**src/rtl/ps2_pkg.sv**
```systemverilog
// Shared constants and frame-check helper for the PS/2 receive path.
package ps2_pkg;
    localparam int PS2_FRAME_BITS = 11;
    localparam int PS2_DEPTH_DEF  = 8;
    localparam int PS2_BIT_START  = 0;
    localparam int PS2_BIT_PAR    = 9;
    localparam int PS2_BIT_STOP   = 10;

    // Start low, stop high, odd parity over d0..d7 plus the parity bit.
    function automatic logic ps2_frame_ok(input logic [PS2_FRAME_BITS-1:0] f);
        return (f[PS2_BIT_START] == 1'b0) && f[PS2_BIT_STOP] && (^f[PS2_BIT_PAR:1]);
    endfunction
endpackage

```
**src/rtl/ps2_byte_fifo.sv**
```systemverilog
// DEPTH x 8 register FIFO; pointers carry one extra wrap bit so full/empty
// fall out of the pointer difference.
module ps2_byte_fifo
    import ps2_pkg::*;
#(
    parameter int DEPTH = PS2_DEPTH_DEF
) (
    input  logic       clk,
    input  logic       clrn,
    input  logic       i_push,
    input  logic       i_pop,
    input  logic [7:0] i_wdata,
    output logic [7:0] o_rdata,
    output logic       o_full,
    output logic       o_empty
);
    localparam int AW = $clog2(DEPTH);

    logic [AW:0] r_wptr, r_rptr;
    logic [AW:0] w_count;
    logic        w_pop, w_wr;
    logic [7:0]  r_mem [DEPTH];

    assign w_count = r_wptr - r_rptr;
    assign o_full  = (w_count == (AW+1)'(DEPTH));
    assign o_empty = (w_count == '0);
    assign w_pop   = i_pop & ~o_empty;
    // A pop in the same cycle frees the slot, so a full FIFO still accepts.
    assign w_wr    = i_push & (~o_full | w_pop);
    assign o_rdata = r_mem[r_rptr[AW-1:0]];

    always_ff @(posedge clk or negedge clrn) begin
        if (!clrn) begin
            r_wptr <= '0;
            r_rptr <= '0;
        end else begin
            if (w_wr)  r_wptr <= r_wptr + 1'b1;
            if (w_pop) r_rptr <= r_rptr + 1'b1;
        end
    end

    always_ff @(posedge clk) begin
        if (w_wr) r_mem[r_wptr[AW-1:0]] <= i_wdata;
    end
endmodule

```
**src/rtl/ps2_rx_fifo.sv**
```systemverilog
// PS/2 device-to-host receiver: synchronise, deframe, check, and queue bytes
// for the key-processing stage.
module ps2_rx_fifo
    import ps2_pkg::*;
#(
    parameter int DEPTH          = PS2_DEPTH_DEF,
    parameter int TIMEOUT_CYCLES = 4096
) (
    input  logic       clk,
    input  logic       clrn,
    input  logic       i_ps2_clk,
    input  logic       i_ps2_data,
    input  logic       i_nextdata_n,
    output logic [7:0] o_data,
    output logic       o_ready,
    output logic       o_overflow,
    output logic       o_frame_err
);
    localparam int          IW       = $clog2(TIMEOUT_CYCLES + 1);
    localparam logic [3:0]  LAST_BIT = 4'(PS2_FRAME_BITS - 1);

    logic [2:0]    r_clk_sync;
    logic [1:0]    r_dat_sync;
    logic [3:0]    r_bitcnt;
    logic [IW-1:0] r_idle;
    // Only the ten earlier bits are stored; the stop bit is taken live.
    logic [PS2_FRAME_BITS-2:0] r_shift;
    logic          r_overflow, r_frame_err;

    logic                      w_fall, w_bit, w_last, w_ok;
    logic                      w_push, w_bad, w_timeout, w_pop;
    logic                      w_full, w_empty;
    logic [PS2_FRAME_BITS-1:0] w_frame;

    always_ff @(posedge clk or negedge clrn) begin
        if (!clrn) begin
            r_clk_sync <= 3'b111;
            r_dat_sync <= 2'b11;
        end else begin
            r_clk_sync <= {r_clk_sync[1:0], i_ps2_clk};
            r_dat_sync <= {r_dat_sync[0], i_ps2_data};
        end
    end

    assign w_fall    = r_clk_sync[2] & ~r_clk_sync[1];
    assign w_bit     = r_dat_sync[1];
    assign w_last    = w_fall && (r_bitcnt == LAST_BIT);
    assign w_frame   = {w_bit, r_shift};
    assign w_ok      = ps2_frame_ok(w_frame);
    assign w_push    = w_last & w_ok;
    assign w_bad     = w_last & ~w_ok;
    assign w_timeout = ~w_fall && (r_bitcnt != 4'd0) && (r_idle == IW'(TIMEOUT_CYCLES - 1));
    assign w_pop     = o_ready & ~i_nextdata_n;

    always_ff @(posedge clk or negedge clrn) begin
        if (!clrn) begin
            r_shift  <= '0;
            r_bitcnt <= '0;
            r_idle   <= '0;
        end else if (w_fall) begin
            r_shift  <= {w_bit, r_shift[PS2_FRAME_BITS-2:1]};
            r_idle   <= '0;
            r_bitcnt <= w_last ? 4'd0 : r_bitcnt + 4'd1;
        end else if (r_bitcnt != 4'd0) begin
            if (w_timeout) begin
                r_bitcnt <= '0;
                r_idle   <= '0;
            end else begin
                r_idle <= r_idle + 1'b1;
            end
        end
    end

    always_ff @(posedge clk or negedge clrn) begin
        if (!clrn) begin
            r_frame_err <= 1'b0;
            r_overflow  <= 1'b0;
        end else begin
            r_frame_err <= w_bad | w_timeout;
            if (w_push & w_full & ~w_pop) r_overflow <= 1'b1;
        end
    end

    ps2_byte_fifo #(.DEPTH(DEPTH)) u_fifo (
        .clk     (clk),
        .clrn    (clrn),
        .i_push  (w_push),
        .i_pop   (w_pop),
        .i_wdata (w_frame[8:1]),
        .o_rdata (o_data),
        .o_full  (w_full),
        .o_empty (w_empty)
    );

    assign o_ready     = ~w_empty;
    assign o_overflow  = r_overflow;
    assign o_frame_err = r_frame_err;
endmodule

```
**config.mk**
```make
export PLATFORM = sky130hd
export DESIGN_NAME = ps2_rx_fifo
export DESIGN_NICKNAME = d
export VERILOG_FILES = /design/src/rtl/ps2_pkg.sv /design/src/rtl/ps2_byte_fifo.sv /design/src/rtl/ps2_rx_fifo.sv
export SDC_FILE = /design/constraint.sdc
export NUM_CORES = 1
export LEC_CHECK = 0
export ABC_AREA = 1
export CORE_MARGIN = 1.5
export CORE_UTILIZATION = 55
export CTS_CLUSTER_SIZE = 20
export DETAILED_ROUTE_END_ITERATION = 6
export PLACE_DENSITY = 0.78
export SETUP_SLACK_MARGIN = 0.05
export SYNTH_ARGS = -nofsm -noshare
export SYNTH_HDL_FRONTEND = slang
export SYNTH_SLANG_ARGS = --single-unit
```
**constraint.sdc**
```tcl
create_clock -name clk -period 3 [get_ports clk]
set_input_delay 0.6 -clock clk [delete_from_list [all_inputs] [get_ports clk]]
set_output_delay 0.6 -clock clk [all_outputs]
set_load 0.01 [all_outputs]
```
==> metrics.txt, run 1 <==
PortBufs 15; post-synthesis compound-gate area fraction 0.0905; Clock transition at path regs around 0.10 ns; die area 0.00919 sq mm; Slew HR 0.377; setup_tns 0 ns; fmax 355 MHz; DR WL met3 260 microns; Detailed Routing Iterations Pass 1 4; Antenna diodes 0; clock latency at the later pin of the worst-skew pair 0.36 ns; PwrDens 793 mW/mm^2; I/O Pins 16; status completed; Num Clock Sinks between 100 and 150; most common cell after layout, fill and taps aside nor2_1; skew final 0.0124 ns; Slew @ Worst Pin 0.934 ns; leakage 2.10 nW; Worst EP required 2.40 ns; routed via count 3221; core area 0.00830 sq mm; # Post-CTS Setup Buffers 0; H-tree lvl count 3; Final Setup Violations 0; CP endpoint kind output port; asr flop ratio synth 0.396; Die X about 96 microns; layout cells sized above 1 0.123; area of the multi-input gates 0.00154 sq mm; dominant cell type by area after synthesis edfxtp_1; commonest non-fill, non-tap cells in the layout 75 x nor2_1, 69 x nand2_1, 64 x edfxtp_1, 47 x o21ai_0, 36 x inv_1; Final min period about 2.8 ns; RePlAce Congestion roughly 0.81; Hold Vio Cnt, Final 0; total grt overflow 0; Highest Signal Layer met4; Avg Cell Area, Syn between 10 and 15 sq um; Register Area about 0.003 sq mm; worst path arrival time 2.22 ns; final core occ 0.638; Yosys cell types 38; WL met2 approximately 4700 microns; area fraction of the dominant cell type after synthesis 0.405; CTS Buf Count 9; r2r startpoint u_fifo.r_wptr[1]; CP Max Fanout 12; final net count 496; layout overhead on the synthesized area 11.6%; Final Cycle Share 0.939; CTS tree built; maximum number of pins on one net before global-route repair 43; first-pass GRT wire length 14200 microns; Fillers 606; crit path launch u_fifo.r_rptr[0]; Synth Area in Simple Gates 0.191; Initial Util 0.572; RSZ-0062 raised after global routing false; mux contribution to synthesized area 0; Detail Route Antenna Nets 0; die height between 90 and 100 microns; DRT met1 WL 3710 microns; largest family of logic cells by synthesized area simple AND/OR/NAND/NOR gates; Synth area leaders edfxtp_1 41%, dfrtp_1 20%, nor2_1 5.9%, nand2_1 5.5%, o21ai_0 5.0%; Via density 5.44; Hold Crit Start r_dat_sync[0]; max-cap viol count 0; startpoint types flop; #FFs+latches synth 106; DR iter-0 viols 199; vias in the first global route between 3000 and 4000; Synth Area in XOR/XNOR 0.0185; Global Route Usage Sum 0.207; Synth Flop Type edfxtp_1; Mapped Area 0.00474 sq mm; synth warn 0; Rows 33; Hold Path Class reg -> reg; detailed-route wire length per cell 14.8 microns; Post-synth EDFFs 64; peak supply drop 0.000402 V; WL final 8760 microns; syn_nets 470; Mapped Cells around 460; Max Root-Sink Buffers 2; number of max-slew violations in the final report 0; HPWL after DPL 5900 microns; drt drc 0; post-synthesis sequential area ratio 0.628; CTS root buf clkbuf_8; WS Path Type reg -> out; initial antenna violation count 0; Adder-Cell Fraction of Synth Area 0.0237
area by class of cell:
class | instances | share of cell area
Clock buffer | 9 | 0.0234
Clock inverter | 7 | 0.0206
Inverter | 39 | 0.0276
Multi-Input combinational cell | 295 | 0.290
Sequential cell | 106 | 0.563
Tap cell | 105 | 0.0248
Timing Repair Buffer | 31 | 0.0506
power breakdown:
group / switching, mW / internal (mW)
sequential: 0.149 / 1.69
clock: 0.495 / 0.488
combinational: 0.792 / 0.583
cells by family after synthesis:
logic type / count (synthesis)
AOI/OAI and AO/OA: 79
xor gates and xnor gates: 10
adders and majority gates: 9
buffers and inverters: 55
DFF: 106
and+or+nand+nor: 197
final timing paths:
check | cells after the start | slack, ns | endpoint
min reg2reg | 0 | 0.36 | r_dat_sync[1]
min in group asynchronous | 1 | 0.37 | r_idle[0]
max | 7 | 0.18 | o_data[0]
max reg2reg | 11 | 0.60 | u_fifo.r_mem[2][5]
min | 0 | 0.36 | r_dat_sync[1]
max in group asynchronous | 1 | 1.99 | u_fifo.r_wptr[0]
Yosys cell counts, drive strengths merged (9+ instances only):
cell and n:
edfxtp 64, ha 9, nor3 15, nor2 79, o22ai 10, nand3 12
inv 38, a21oi 9, o21ai 49, nand2 76, dfrtp 37, clkbuf 11
flip-flops by register name (all words and copies together) (netlist names):
register,flops
o_overflow,1
r_bitcnt,4
r_clk_sync,3
r_idle,13
r_shift,10
o_frame_err,1
u_fifo.r_mem,64
u_fifo.r_wptr,4
u_fifo.r_rptr,4
r_dat_sync,2
worst max-delay path: stages (launching register included):
cell and delay (ns):
dfrtp_2 0.47, inv_2 0.13, buf_4 0.19, nor2_1 0.05
o22ai_1 0.16, nor2_1 0.06, a31oi_1 0.21, clkdlybuf4s50_1 0.58
repair_timing:
action / CTS / global route
gates resized for setup: 3 / 3
endpoints found under the setup margin: 2 / 4
gates cloned: 0 / 0
hold buffers: 0 / 0
per-layer routing:
| metal | vias up | GRT usage |
|---|---|---|
| met4 | 0 | 0.0846 |
| li1 | 1602 | - |
| met3 | 10 | 0.0292 |
| met1 | 1550 | 0.249 |
| met5 | - | 0 |
| met2 | 59 | 0.373 |
per-stage QoR:
step	cells	total power, mW	cell area (sq um)	worst slack [ns]	hold slack (ns)
after CTS	592	4.22	5290	0.0508	0.363
after floorplan	456	2.75	4740	0.0533	0.304
after global routing	592	4.47	5300	0.0654	0.368
final	592	4.20	5300	0.183	0.363
after global placement	576	3.18	5060	0.518	0.346
after detailed placement	576	3.24	5060	0.446	0.349
No activity file was read; power rests on OpenSTA's default activity.
==> run 2, diff against run 1 <==
--- a/config.mk
+++ b/config.mk
@@ -7,10 +7,11 @@
 export LEC_CHECK = 0
 export ABC_AREA = 1
 export CORE_MARGIN = 1.5
-export CORE_UTILIZATION = 55
+export CORE_UTILIZATION = 57
+export CTS_BUF_LIST = sky130_fd_sc_hd__clkbuf_4 sky130_fd_sc_hd__clkbuf_8
 export CTS_CLUSTER_SIZE = 20
 export DETAILED_ROUTE_END_ITERATION = 6
-export PLACE_DENSITY = 0.78
+export PLACE_DENSITY = 0.8
 export SETUP_SLACK_MARGIN = 0.05
 export SYNTH_ARGS = -nofsm -noshare
 export SYNTH_HDL_FRONTEND = slang
==> constraint.sdc (replaced) <==
create_clock -name clk -period 2.4 [get_ports clk]
set_input_delay 0.48 -clock clk [delete_from_list [all_inputs] [get_ports clk]]
set_output_delay 0.48 -clock clk [all_outputs]
set_load 0.01 [all_outputs]
==> run 2 against run 1 <==
Against the previous run: critical path depth is the same; worst hold slack lost 0.29 ns; final cell count grew 2.9%; clock skew grew 0.0025 ns; clock-buffer cell count is the same; sequential cell count is the same; utilization grew 5.2 points; clock power grew 14%; global-route usage grew 3.0 points; wire length grew 12%; power grew 29%; largest power group unchanged.
==> metrics.txt, run 2 (synthesis gave the netlist of run 1 again) <==
Max Root-Sink Buffers 2; worst path arrival time 1.87 ns; routed via count about 3400; Slew @ Worst Pin around 0.57 ns; Clk pwr share 0.206; HPWL after DPL 6250 microns; Switching Fraction 0.377; Via density 5.54; layout cells sized above 1 0.210; I/O Pins 16; PwrDens 966 mW/mm^2; Slew HR 0.622; Antenna diodes 0; skew final around 0.015 ns; Initial Util 0.583; final hold slack approximately 0.076 ns; drt drc 0; Worst EP required 1.92 ns; R2R cell count 10; startpoint types flop; leakage 2.25 nW; initial antenna violation count 0; Pint 3.38 mW; Fillers 563; first-pass GRT wire length around 16000 microns; vias in the first global route 3328; power share of the combinational group 0.371; setup_tns 0 ns; die area 0.00888 sq mm; post-place setup slack -0.0350 ns; number of max-slew violations in the final report 0; Hold Path Class in -> async; Final Cycle Share 0.978; Final min period 2.35 ns; Hold Vio Cnt, Final 0; status completed; PortBufs 15; CTS tree built; die height roughly 94 microns; Rows 33; Finished Layout Cells 609; Detail Route Antenna Nets 0; H-tree lvl count 3; RSZ-0062 raised after global routing true; RePlAce Congestion between 0.8 and 0.9; detailed-route wire length per cell 16.2 microns; core area 0.00813 sq mm; Num Clock Sinks 106; max reg flops 64; CP Max Fanout 14; CP endpoint kind output port; clock latency at the later pin of the worst-skew pair 0.38 ns; peak supply drop 0.000454 V; WL final 9850 microns; Detailed Routing Iterations Pass 1 4; fmax 426 MHz; Final Setup Violations 0; sequential share of power 0.422; Die X 94.2 microns; r2r setup slk about 0.20 ns; CTS Buf Count 9; r2r startpoint u_fifo.r_rptr[2]; commonest non-fill, non-tap cells in the layout 74 x nor2_1, 65 x nand2_1, 64 x edfxtp_1, 42 x o21ai_0, 36 x inv_1; Clock transition at path regs around 0.11 ns; FF-to-FF End u_fifo.r_mem[1][1]; maximum number of pins on one net before global-route repair 26; final net count 513; Global Route Usage Sum 0.238; Final WS setup 0.0520 ns; max-cap viol count 0; most common cell after layout, fill and taps aside nor2_1; total grt overflow 0; layout overhead on the synthesized area 18.3%; DR iter-0 viols 196; Net Switching 2.05 mW; placed cell count 581; CTS root buf clkbuf_8; Tot Pwr 5.42 mW; WS Path Type reg -> out
## run 2: how the worst max path moves through the flow
stage	from	to	slack (ns)	cells after the start
final	u_fifo.r_rptr[0]	o_data[5]	0.05	7
after global routing	u_fifo.r_rptr[0]	o_data[5]	-0.04	6
after CTS	u_fifo.r_rptr[0]	o_data[2]	0.05	7
after detailed placement	r_shift[6]	u_fifo.r_mem[4][6]	-0.04	10
after global placement	r_shift[6]	u_fifo.r_mem[4][6]	0.08	10
after floorplan	u_fifo.r_rptr[1]	u_fifo.r_mem[1][0]	0.06	14
## run 2: cell type report
class / count / area (sq um) / share of cell area
Clock inverter: 7 / 86.3 / 0.0154
Tap cell: 105 / 131 / 0.0234
Sequential cell: 106 / 2990 / 0.532
Inverter: 39 / 153 / 0.0272
Timing Repair Buffer: 48 / 463 / 0.0825
Clock buffer: 9 / 124 / 0.0221
Multi-Input combinational cell: 295 / 1670 / 0.297
## run 2: per-layer routing
layer,vias up,track usage,routed length (microns)
met3,13,0.0494,421
met4,0,0.0796,171
li1,1642,-,-
met1,1647,0.290,4100
met2,73,0.418,5160
met5,-,0,0
## run 2: stage by stage
stage	utilization	area (sq um)
finish	0.690	5610
global route	0.690	5610
CTS	0.683	5560
detailed placement	0.640	5200
global placement	0.640	5200
floorplan	-	4860
## run 2: timing repair
item,4_1_cts,5_1_grt
gates cloned,1,0
pin swaps,9,10
hold buffers,0,0
endpoints found under the setup margin,57,73
buffers inserted,6,5
gates resized for setup,37,20
## run 2: worst max-delay path, stage by stage (launching register included)
cell	delay (ns)
dfrtp_2	0.49
inv_4	0.11
buf_12	0.14
o21ai_0	0.09
o22ai_1	0.17
nor2_1	0.06
a31oi_1	0.16
clkdlybuf4s15_2	0.26
## run 2: power groups by stage
stage	Clock, mW	Combinational (mW)	Sequential [mW]
floorplan	0	1.20	2.28
global placement	0	1.77	2.31
detailed placement	0	1.84	2.32
CTS	1.12	1.92	2.28
global route	1.19	2.22	2.31
finish	1.12	2.01	2.29
==> run 3, diff against run 2 <==
--- a/config.mk
+++ b/config.mk
@@ -11,6 +11,7 @@
 export CTS_BUF_LIST = sky130_fd_sc_hd__clkbuf_4 sky130_fd_sc_hd__clkbuf_8
 export CTS_CLUSTER_SIZE = 20
 export DETAILED_ROUTE_END_ITERATION = 6
+export GPL_ROUTABILITY_DRIVEN = 0
 export PLACE_DENSITY = 0.8
 export SETUP_SLACK_MARGIN = 0.05
 export SYNTH_ARGS = -nofsm -noshare
==> results of run 3 <==
Final layout, timing and power as in run 2 (identical DEF).
